--- src/rtl/svpwm_pkg.sv ---
// Shared SVPWM constants: Q16 inverse-Clarke gains and rounding helper.
// Used by both the modulator and the receive-side decoder.
package svpwm_pkg;

  localparam int FRAC_BITS   = 16;
  localparam int K_INV3      = 21845;  // 1/3 in Q16
  localparam int K_INV_SQRT3 = 37837;  // 1/sqrt(3) in Q16
  localparam int ROUND_HALF  = 1 << (FRAC_BITS - 1);

  // Round-half-up and drop the Q16 fraction (arithmetic shift keeps sign).
  function automatic int q16_round(input int prod);
    return (prod + ROUND_HALF) >>> FRAC_BITS;
  endfunction

endpackage

--- src/rtl/svpwm_decoder_phase_duty_counter.sv ---
// Per-phase on-time counter with sync reload, plus the stage-0 duty latch
// that saturates a full-period count (2**N) down to the N-bit maximum.
module phase_duty_counter #(
  parameter int N = 8
) (
  input  logic         clk,
  input  logic         rst_n,
  input  logic         phase_on,
  input  logic         sync,
  output logic [N-1:0] duty
);

  logic [N:0] cnt;

  // On-time counter: reload with the sync-cycle sample, else count high cycles.
  // Holds at all-ones on over-long windows so a stuck gate never wraps small.
  always_ff @(posedge clk or negedge rst_n) begin
    if (!rst_n) begin
      cnt <= '0;
    end else if (sync) begin
      cnt <= (N+1)'(phase_on);
    end else if (phase_on && (cnt != '1)) begin
      cnt <= cnt + (N+1)'(1);
    end
  end

  // Stage 0: capture the finished window's count, saturated to N bits.
  always_ff @(posedge clk or negedge rst_n) begin
    if (!rst_n) begin
      duty <= '0;
    end else if (sync) begin
      duty <= cnt[N] ? '1 : cnt[N-1:0];
    end
  end

endmodule

--- src/rtl/svpwm_decoder.sv ---
// SVPWM receive-side decoder: measures per-phase on-time over each carrier
// window and inverse-Clarke transforms the duties back to alpha/beta.
// Optional feature macro: SVPWM_DEC_TIMEOUT_EN (missing-sync timeout).
module svpwm_decoder #(
  parameter int N = 8
) (
  input  logic         clk,
  input  logic         rst_n,
  input  logic         da_on,
  input  logic         db_on,
  input  logic         dc_on,
  input  logic         pwm_sync,
  output logic signed [N:0] v_alpha,
  output logic signed [N:0] v_beta,
  output logic         out_valid,
  output logic         period_err,
  output logic         timeout
);
  import svpwm_pkg::*;

  localparam int PERIOD      = 2**N;
  localparam int TIMEOUT_LEN = 2 * PERIOD;

  logic [N+1:0]        win_cnt;
  logic                primed;
  logic [N-1:0]        da, db, dc;
  logic                s0_valid, s0_err;
  logic                s1_valid, s1_err;
  logic signed [N+2:0] s1_sa, sa_c;
  logic signed [N+1:0] s1_sb, sb_c;

  phase_duty_counter #(.N(N)) u_cnt_a (
    .clk(clk), .rst_n(rst_n), .phase_on(da_on), .sync(pwm_sync), .duty(da)
  );
  phase_duty_counter #(.N(N)) u_cnt_b (
    .clk(clk), .rst_n(rst_n), .phase_on(db_on), .sync(pwm_sync), .duty(db)
  );
  phase_duty_counter #(.N(N)) u_cnt_c (
    .clk(clk), .rst_n(rst_n), .phase_on(dc_on), .sync(pwm_sync), .duty(dc)
  );

  // Window length counter: reload 1 on sync (sync cycle is inclusive), saturate.
  always_ff @(posedge clk or negedge rst_n) begin
    if (!rst_n) begin
      win_cnt <= '0;
    end else if (pwm_sync) begin
      win_cnt <= (N+2)'(1);
    end else if (win_cnt != '1) begin
      win_cnt <= win_cnt + (N+2)'(1);
    end
  end

`ifdef SVPWM_DEC_TIMEOUT_EN
  logic timeout_q;

  // Priming and missing-sync timeout: a stalled carrier drops priming so the
  // next sync only re-arms; sync always takes precedence over the timeout.
  always_ff @(posedge clk or negedge rst_n) begin
    if (!rst_n) begin
      primed    <= 1'b0;
      timeout_q <= 1'b0;
    end else if (pwm_sync) begin
      primed    <= 1'b1;
      timeout_q <= 1'b0;
    end else if (win_cnt >= (N+2)'(TIMEOUT_LEN)) begin
      primed    <= 1'b0;
      timeout_q <= 1'b1;
    end
  end

  assign timeout = timeout_q;
`else
  // Priming: the first sync after reset only arms the decoder.
  always_ff @(posedge clk or negedge rst_n) begin
    if (!rst_n) begin
      primed <= 1'b0;
    end else if (pwm_sync) begin
      primed <= 1'b1;
    end
  end

  assign timeout = 1'b0;
`endif

  // Stage 0 qualifiers; duties themselves are latched inside the counters.
  always_ff @(posedge clk or negedge rst_n) begin
    if (!rst_n) begin
      s0_valid <= 1'b0;
      s0_err   <= 1'b0;
    end else begin
      s0_valid <= pwm_sync && primed;
      if (pwm_sync) begin
        s0_err <= (win_cnt != (N+2)'(PERIOD));
      end
    end
  end

  // Clarke sums from the unsigned duties, zero-extended before subtracting.
  always_comb begin
    sa_c = '0;
    sb_c = '0;
    sa_c = $signed({2'b00, da, 1'b0}) - $signed({3'b000, db}) - $signed({3'b000, dc});
    sb_c = $signed({2'b00, db}) - $signed({2'b00, dc});
  end

  // Stage 1: register the Clarke sums with their sample qualifiers.
  always_ff @(posedge clk or negedge rst_n) begin
    if (!rst_n) begin
      s1_valid <= 1'b0;
      s1_err   <= 1'b0;
      s1_sa    <= '0;
      s1_sb    <= '0;
    end else begin
      s1_valid <= s0_valid;
      if (s0_valid) begin
        s1_err <= s0_err;
        s1_sa  <= sa_c;
        s1_sb  <= sb_c;
      end
    end
  end

  // Stage 2: Q16 gain with rounding; outputs hold between valid strobes.
  always_ff @(posedge clk or negedge rst_n) begin
    if (!rst_n) begin
      out_valid  <= 1'b0;
      period_err <= 1'b0;
      v_alpha    <= '0;
      v_beta     <= '0;
    end else begin
      out_valid <= s1_valid;
      if (s1_valid) begin
        period_err <= s1_err;
        v_alpha    <= (N+1)'(q16_round(int'(s1_sa) * K_INV3));
        v_beta     <= (N+1)'(q16_round(int'(s1_sb) * K_INV_SQRT3));
      end
    end
  end

endmodule

--- config.mk ---
export PLATFORM = sky130hd
export DESIGN_NAME = svpwm_decoder
export DESIGN_NICKNAME = d
export VERILOG_FILES = /design/src/rtl/svpwm_pkg.sv /design/src/rtl/svpwm_decoder_phase_duty_counter.sv /design/src/rtl/svpwm_decoder.sv
export SDC_FILE = /design/constraint.sdc
export NUM_CORES = 1
export LEC_CHECK = 0
export ABC_AREA = 1
export BUFFER_PORTS_ARGS = -buffer_cell sky130_fd_sc_hd__clkbuf_2
export CAP_MARGIN = 10
export CORE_MARGIN = 2
export CORE_UTILIZATION = 50
export CTS_CLUSTER_DIAMETER = 120
export DETAILED_ROUTE_END_ITERATION = 10
export GPL_TIMING_DRIVEN = 0
export HOLD_SLACK_MARGIN = 0.1
export PLACE_DENSITY = 0.67
export SYNTH_ARGS = -nofsm -noshare
export SYNTH_HDL_FRONTEND = slang
export SYNTH_SLANG_ARGS = --single-unit
--- constraint.sdc ---
create_clock -name clk -period 8.2 [get_ports clk]
set_clock_uncertainty 0.2 [all_clocks]
set_input_delay 0.41 -clock clk [delete_from_list [all_inputs] [get_ports clk]]
set_output_delay 0.41 -clock clk [all_outputs]
set_load 0.05 [all_outputs]
**Yosys cells after proc, flatten, opt, wreduce, memory -nomap -nowiden**

Index checks and enable logic that the tools add are counted.

- Bits in writable memories: 0
- Word-level logic and storage cells: 53
- Input port bits: 6
- Memories kept: 0
- ROM bits: 0
- Latch bits: 0
- Output and inout port bits: 21
- Bits in registers: 106

- Magnitude comparators: 0
- Add/subtract/negate cells: 9
- Shifts and indexed selects: 0
- Bitwise operators: 0
- $mul: 2
- Equal/unequal tests: 5
- Div/mod/pow operators: 0
- Reductions and logical operators: 8
- Mux-type cells: 11

Operators by type and width:

| cell | number |
|---|---|
| $mux W9 | 6 |
| $add A25 B17 Y25 const B | 2 |
| $add A9 B1 Y9 const B | 3 |
| $ne A9 B9 Y1 const B | 3 |
| $mul A11 B16 Y25 const B | 1 |
| $mul A9 B17 Y25 const B | 1 |
| $mux W8 | 3 |
| $mux W10 | 2 |
| $sub A10 B9 Y11 | 1 |
| $add A10 B1 Y10 const B | 1 |
| $ne A10 B10 Y1 const B | 1 |
| $ne A10 B9 Y1 const B | 1 |
| $sub A9 B8 Y10 | 1 |
| $sub A8 B8 Y9 | 1 |
| $reduce_bool A2 Y1 | 4 |
| $logic_and A1 B1 Y1 | 4 |

**Longest topological paths before layout**

Gate-level depths: netlist of run 1.

- Depth after elaboration: 4
- Depth in mapped cells: 23
- Mapped depth without buffers: 23

**Hierarchy**

Synthesis of run 1 repeated with hierarchy kept, for this count alone.

- Cell total of the unflattened synthesis: 1337
- Area, all modules: 10715.3 sq um

Modules (own cells, without submodules):

| module | times used | seq. area each (sq um) | area an instance (sq um) | cells each |
|---|---|---|---|---|
| svpwm_decoder | 1 | 1351.3 | 8284.2 | 1053 |
| phase_duty_counter at u_cnt_b ... | 2 | 425.4 | 815.8 | 94 |
| phase_duty_counter at u_cnt_a | 1 | 425.4 | 799.5 | 96 |

**Least setup slack after synthesis of run 1**

No wires, ideal clock.

- Path type: register to register
- Start point: register, netlist name s1_sa[0]
- End point: register v_beta[0]
- Library setup time: 0.118 ns
- Cell stages (with the launch flop): 17
- Buffers on the path: 0
- Required time: 7.882 ns
- Setup slack: 3.696 ns
- Arrival: 4.186 ns
- Cell sequence: dfrtp_1 -> fa_1 -> inv_1 -> fa_1 -> inv_1 -> fa_1 -> fa_1 -> fa_1 -> ha_1 -> a21oi_1 -> o21a_1 -> nand2_1 -> nand2_1 -> nand2_1 -> or2_1 -> nand3_1 -> nand2_1

RTL lines:

| what | line | text |
|---|---|---|
| end signal, assigned | svpwm_decoder.sv:135 | `v_beta <= (N+1)'(q16_round(int'(s1_sb) * K_INV_SQRT3));` |
| end, declared | svpwm_decoder.sv:14 | `output logic signed [N:0] v_beta,` |

==> results.py, run 1 <==
metrics = {
    "run_status": {
        "status": "finished, final reports clean",
    },
    "logic_synthesis": {
        "synth_edf_count": 0,
        "synth_fp_nets": 1568,
        "synth_cells": 1320,
        "synth_top_cells_by_count": "nand2_1, inv_1, ha_1",
        "synth_most_common_cell": "nand2_1",
        "synth_ff_type": "dfrtp_1",
        "netlist_area_um2": 10600,
        "synth.ff_latch_count": 105,
        "ys_warn_count": 0,
        "synthDistinctLibCells": 41,
        "async_flop_share_pct": 100,
        "syn_avg_cell_area_um2": 8.00,
        "synth_top_area_share_pct": 24.9,
        "synthTopCellsByArea": "dfrtp_1, ha_1, fa_1",
        "synth_top_area_cell": "dfrtp_1",
        "yosysSeqAreaShare_pct": 24.9,
    },
    "critical_path": {
        "worstSetupPathType": "flip-flop to flip-flop",
        "startpoint_type": "flip-flop",
        "critPathLaunch": "s1_sa[0]$_DFFE_PN0P_",
        "cp.required_ps": 8260,
        "rr_startpoint": "s1_sa[0]$_DFFE_PN0P_",
        "arrival_ps": 5020,
        "cp_max_fo": 13,
        "endpoint_kind": "flip-flop",
    },
    "routing": {
        "drt_iter0_drc": 300,
        "drc": 0,
        "drtPass1Iterations": 4,
        "avgViaCountPerCell": 5.11,
        "final_antenna_net_count": 0,
        "wl_um": 22100,
        "wl_per_cell_um": 13.5,
        "num_vias": 8370,
    },
    "clock_network": {
        "cts_buffers": 9,
        "cts_tree": "built",
        "cts_max_level": 3,
        "clk_pin_slew_ps": 80,
        "clk_path_buf_depth": 2,
        "cts_root_buf": "clkbuf_16",
        "cts_sinks": 105,
        "worstSkewPairLatency_ps": 360,
        "cts_resized": 0,
    },
    "grt": {
        "grt_pass1_wl_um": 38600,
        "antenna_found_initial": 0,
        "grt_max_degree": 106,
        "grtUsageTotal_pct": 21.4,
        "grt_pass1_vias": 8352,
        "overflow": 0,
    },
    "floorplanning": {
        "die_x_um": 149,
        "coreArea_um2": 20900,
        "ios": 27,
        "die_h_um": 149,
        "start_util_pct": 50.6,
        "die-area_um2": 22300,
        "placementRows": 53,
    },
    "timing": {
        "timing.final.hold_violations": 0,
        "max_freq_mhz": 201,
        "setup_tns_ps": 0,
        "rsz0062_at_grt": "no",
        "drv_slew": 0,
        "setup_viol": 0,
        "period_share_pct": 60.5,
        "period_needed_ps": 4960,
        "tightest_slew_ps": 867,
        "max_slew_margin_pct": 42.2,
    },
    "cells_and_area": {
        "n_antenna_cell": 0,
        "drive_gt1_share_pct": 4.33,
        "num-fill-cells": 1965,
        "syn_to_final_growth_pct": 7.75,
        "nNetsFinal": 1606,
    },
    "place": {
        "place.gp.congestion": 0.913,
        "dp_hpwl_um": 18100,
        "io_buffers": 24,
    },
    "job": {
        "drv_cap": 0,
    },
    "min_path": {
        "min_from": "dc_on",
        "hold_class": "input pin to flip-flop",
    },
}
-- critical path, stage by stage (launching register included) --
cell and delay, ps:
dfrtp_1 680, fa_1 690, inv_1 60, fa_1 490, inv_1 50, fa_1 470
fa_1 510, fa_1 420, ha_1 330, a21oi_1 250, o21a_1 140, nand2_1 100
nand2_1 80, nand2_1 60, or2_1 210, nand3_1 60, nand2_1 50
-- cell type report --
cell class | instances | area [µm²] | area share (%)
repair buffers | 27 | 159 | 1.40
well taps | 275 | 344 | 3.02
clock buffers | 10 | 229 | 2.01
flip-flops and latches | 105 | 2630 | 23.1
inverters | 246 | 923 | 8.12
multi-input cells | 951 | 6940 | 61.0
plain buffers | 18 | 72.6 | 0.638
clock inverters | 6 | 86.3 | 0.759
-- sequential cells by signal, summed over array words and instances (netlist names), 8 cells and up --
register,cells
s1_sb,8
u_cnt_c.duty,8
v_alpha,9
u_cnt_b.cnt,9
u_cnt_b.duty,8
u_cnt_a.cnt,9
u_cnt_c.cnt,9
v_beta,9
win_cnt,10
s1_sa,11
u_cnt_a.duty,8
-- what timing repair did --
item	4_1_cts	5_1_grt
endpoints found under the hold margin	107	0
hold buffers	3	0
endpoints found under the setup margin	0	0
setup buffers	0	0
-- cell families (layout without fill, tap and decap cells) --
kind of cell | count (synthesis) | in the layout | synth area share (%)
other | 1 | 1 | 0.0355
and+or+nand+nor | 489 | 489 | 19.9
xor gates and xnor gates | 23 | 23 | 1.91
DFF | 105 | 105 | 24.9
buffers and inverters | 264 | 307 | 9.43
AOI/OAI and AO/OA | 196 | 196 | 10.0
adders and majority gates | 242 | 242 | 33.8
-- placed cells by master (no fill, tap or decap), types with 3 or more instances in the layout --
cell / Yosys / layout
nand4_1: 14 / 14
nor3_1: 17 / 17
dlygate4sd3_1: 0 / 3
inv_1: 242 / 242
a31oi_1: 14 / 14
ha_1: 170 / 170
nor4_1: 4 / 4
fa_1: 72 / 72
o21bai_1: 7 / 7
o211ai_1: 4 / 4
inv_2: 3 / 3
nand2_2: 5 / 5
o22ai_1: 3 / 3
xnor2_1: 8 / 8
nand2_1: 263 / 263
nor2_4: 3 / 3
o21ai_1: 5 / 5
xor2_1: 15 / 15
o21ai_0: 90 / 90
nor2_1: 94 / 94
a21o_1: 3 / 3
clkbuf_1: 16 / 17
a21oi_1: 63 / 63
nand3_1: 68 / 68
dfrtp_1: 105 / 105
clkbuf_16: 0 / 9
clkbuf_2: 1 / 24
nor3b_1: 4 / 4
nand3b_1: 8 / 8
-- path summary, 6_finish.rpt --
check / slack, ps / cells after the start / endpoint
max: 3240 / 16 / v_beta[0]$_DFFE_PN0P_
min: 130 / 3 / u_cnt_c.cnt[0]$_DFFE_PN0P_
max reg2reg: 3240 / 16 / v_beta[0]$_DFFE_PN0P_
min reg2reg: 240 / 0 / out_valid$_DFF_PN0_
max in group asynchronous: 6700 / 2 / u_cnt_c.duty[5]$_DFFE_PN0P_
min in group asynchronous: 440 / 2 / v_beta[3]$_DFFE_PN0P_
-- per-stage QoR --
| step | hold slack (ps) | cells | utilization, % | setup slack (ps) | cell area [µm²] |
|---|---|---|---|---|---|
| after global routing | 158 | 1638 | 54.5 | 2910 | 11400 |
| after detailed placement | 205 | 1619 | 52.8 | 3200 | 11000 |
| after floorplan | -85.6 | 1320 | - | 3700 | 10600 |
| final | 126 | 1638 | 54.5 | 3240 | 11400 |
| after CTS | 107 | 1638 | 54.5 | 3200 | 11400 |
| after global placement | 204 | 1619 | 52.8 | 3250 | 11000 |
-- routing by layer --
| metal | GRT usage, % | vias to the layer above | routed length, µm |
|---|---|---|---|
| met5 | 0 | - | 0 |
| li1 | - | 4341 | - |
| met2 | 36.5 | 119 | 10400 |
| met3 | 3.49 | 27 | 701 |
| met4 | 5.81 | 0 | 428 |
| met1 | 28.4 | 3883 | 10600 |
Power of run 1 is not shown: default switching activity piles up to over one toggle a cycle in this logic, so the estimate is an artifact.
==> inputs of run 2 (changes only) <==
ABC_AREA = 0   (was 1)
clock period = 4.8 ns   (was 8.2 ns; I/O delays follow)
==> results.py, run 2 <==
metrics = {
    "run_status": {
        "status": "complete, but fails checks",
        "violations": "negative setup slack",
    },
    "timing": {
        "setup_viol": 10,
        "max_slew_margin_pct": 42.1,
        "drv_slew": 0,
        "tightest_slew_ps": 868,
        "rsz0062_at_grt": "yes",
        "fin_ws_ps": -263,
        "period_needed_ps": 5060,
        "period_share_pct": 105,
        "max_freq_mhz": 198,
        "timing.final.hold_violations": 0,
    },
    "cells_and_area": {
        "reg.largest.list": "s1_sa: 11 flops, win_cnt: 10 flops",
        "layout_commonest_cell": "ha_1",
        "n_antenna_cell": 0,
        "drive_gt1_share_pct": 13.4,
        "nNetsFinal": 1304,
        "regMostFlops": "s1_sa",
        "fin_cells": 1325,
        "fin_util_pct": 57.1,
        "largest_register_ffs": 11,
        "layout_common_cells": "ha_1, inv_1, dfrtp_1",
        "syn_to_final_growth_pct": 12.9,
    },
    "logic_synthesis": {
        "synth_fp_nets": 1248,
        "synth_most_common_cell": "ha_1",
        "synth_ff_type": "dfrtp_1",
        "synth_edf_count": 0,
        "syn_avg_cell_area_um2": 9.75,
        "netlist_area_um2": 9750,
        "yosysSeqAreaShare_pct": 27.0,
        "synthTopCellsByArea": "dfrtp_1, ha_1, fa_1",
        "async_flop_share_pct": 100,
        "synth_top_cells_by_count": "ha_1, inv_1, dfrtp_1",
        "ys_warn_count": 0,
        "synth_top_area_share_pct": 27.0,
        "synth_cells": 1000,
        "synth.ff_latch_count": 105,
        "synth_top_area_cell": "dfrtp_1",
        "synthDistinctLibCells": 56,
    },
    "grt": {
        "grt_max_degree": 106,
        "grt_pass1_wl_um": 32200,
        "grt_pass1_vias": 6834,
        "overflow": 0,
        "grtUsageTotal_pct": 19.5,
        "antenna_found_initial": 0,
    },
    "critical_path": {
        "r2r_end": "v_beta[6]$_DFFE_PN0P_",
        "startpoint_type": "flip-flop",
        "r2r_setup_slack_ps": -260,
        "cp_max_fo": 4,
        "worstSetupPathType": "flip-flop to flip-flop",
        "reg2reg_depth": 16,
        "rr_startpoint": "s1_sa[0]$_DFFE_PN0P_",
        "critPathLaunch": "s1_sa[0]$_DFFE_PN0P_",
        "arrival_ps": 5090,
        "cp.required_ps": 4830,
        "endpoint_kind": "flip-flop",
    },
    "routing": {
        "drc": 0,
        "wl_um": 18900,
        "drtPass1Iterations": 4,
        "num_vias": 6813,
        "final_antenna_net_count": 0,
        "wl_per_cell_um": 14.3,
        "avgViaCountPerCell": 5.14,
        "drt_iter0_drc": 264,
    },
    "floorplanning": {
        "die_x_um": 144,
        "die_h_um": 144,
        "placementRows": 51,
        "start_util_pct": 50.6,
        "ios": 27,
        "coreArea_um2": 19300,
        "die-area_um2": 20600,
    },
    "clock_network": {
        "clk_pin_slew_ps": 70,
        "cts_max_level": 3,
        "cts_tree": "built",
        "cts_root_buf": "clkbuf_16",
        "cts_sinks": 105,
        "worstSkewPairLatency_ps": 350,
        "cts_buffers": 9,
        "clk_path_buf_depth": 2,
    },
    "place": {
        "dp_hpwl_um": 14700,
        "pre_cts_slack_ps": -584,
        "place.gp.congestion": 0.854,
        "io_buffers": 24,
        "dp.cells": 1289,
    },
    "job": {
        "drv_cap": 0,
    },
    "min_path": {
        "min_to": "u_cnt_a.duty[7]$_DFFE_PN0P_",
        "hold_depth": 3,
        "hold_class": "input pin to flip-flop",
        "min_from": "pwm_sync",
    },
}
run 2: repair_timing:
action / in CTS / in global routing
setup buffers: 13 / 4
hold buffers: 4 / 0
setup endpoints to repair: 18 / 17
pin swaps: 18 / 26
resized for setup: 41 / 35
endpoints found under the hold margin: 108 / 0
run 2: worst max-delay path, stage by stage, from the launching register on:
cell	delay, ps
dfrtp_4	510
fa_1	560
inv_2	50
fa_1	490
inv_1	50
fa_1	450
fa_1	520
fa_2	460
ha_4	280
nand4b_1	90
o211ai_1	280
a22oi_2	150
buf_4	160
a21oi_4	160
a31oi_2	130
xnor2_1	140
mux2_2	260
run 2: cell type report:
| type | count | area, µm² |
|---|---|---|
| buffer | 20 | 78.8 |
| clock buffer | 10 | 229 |
| clock inverter | 5 | 40.0 |
| fill | 1721 | 8260 |
| inverter | 163 | 614 |
| multi-input combinational | 712 | 6770 |
| sequential | 105 | 2650 |
| tap | 265 | 332 |
| timing repair buffer | 45 | 300 |
run 2: stage by stage:
step | area [µm²] | hold WS [ps] | TNS [ps]
after global placement | 10200 | 244 | -5640
after global routing | 11000 | 203 | -3830
after detailed placement | 10200 | 182 | -6100
final | 11000 | 187 | -1860
after CTS | 10800 | 187 | -1990
after floorplan | 9780 | -256 | 0
run 2: worst max-delay path by stage:
| stage | cells past startpoint | slack, ps | endpoint |
|---|---|---|---|
| after global placement | 15 | -550 | v_beta[8]$_DFFE_PN0P_ |
| after detailed placement | 15 | -580 | v_beta[8]$_DFFE_PN0P_ |
| after floorplan | 18 | 1 | v_alpha[0]$_DFFE_PN0P_ |
| final | 16 | -260 | v_beta[6]$_DFFE_PN0P_ |
| after CTS | 16 | -280 | v_beta[6]$_DFFE_PN0P_ |
| after global routing | 16 | -470 | v_beta[2]$_DFFE_PN0P_ |
run 2: logic make-up (layout without fill, tap and decap cells):
| group | after synthesis | count (layout) | synth area share, % |
|---|---|---|---|
| multiplexers | 26 | 26 | 2.91 |
| adder cells (fa/ha/maj) | 242 | 242 | 36.6 |
| AO/OA/AOI/OAI | 171 | 171 | 10.9 |
| other | 1 | 1 | 0.0385 |
| AND/OR/NAND/NOR | 219 | 219 | 10.7 |
| flip-flops | 105 | 105 | 27.0 |
| buffers and inverters | 183 | 243 | 7.09 |
| XOR/XNOR | 53 | 53 | 4.76 |
run 2: layer usage:
layer  up-vias  global-route usage, %  share of wire (%)
li1       3442                      -                  -
met1      3289                   26.6                 49
met2        65                   33.1                 48
met3        17                   3.37                2.3
met4         0                   3.77                1.2
met5         -                      0                  0
Power of run 2 is left out for the same reason.
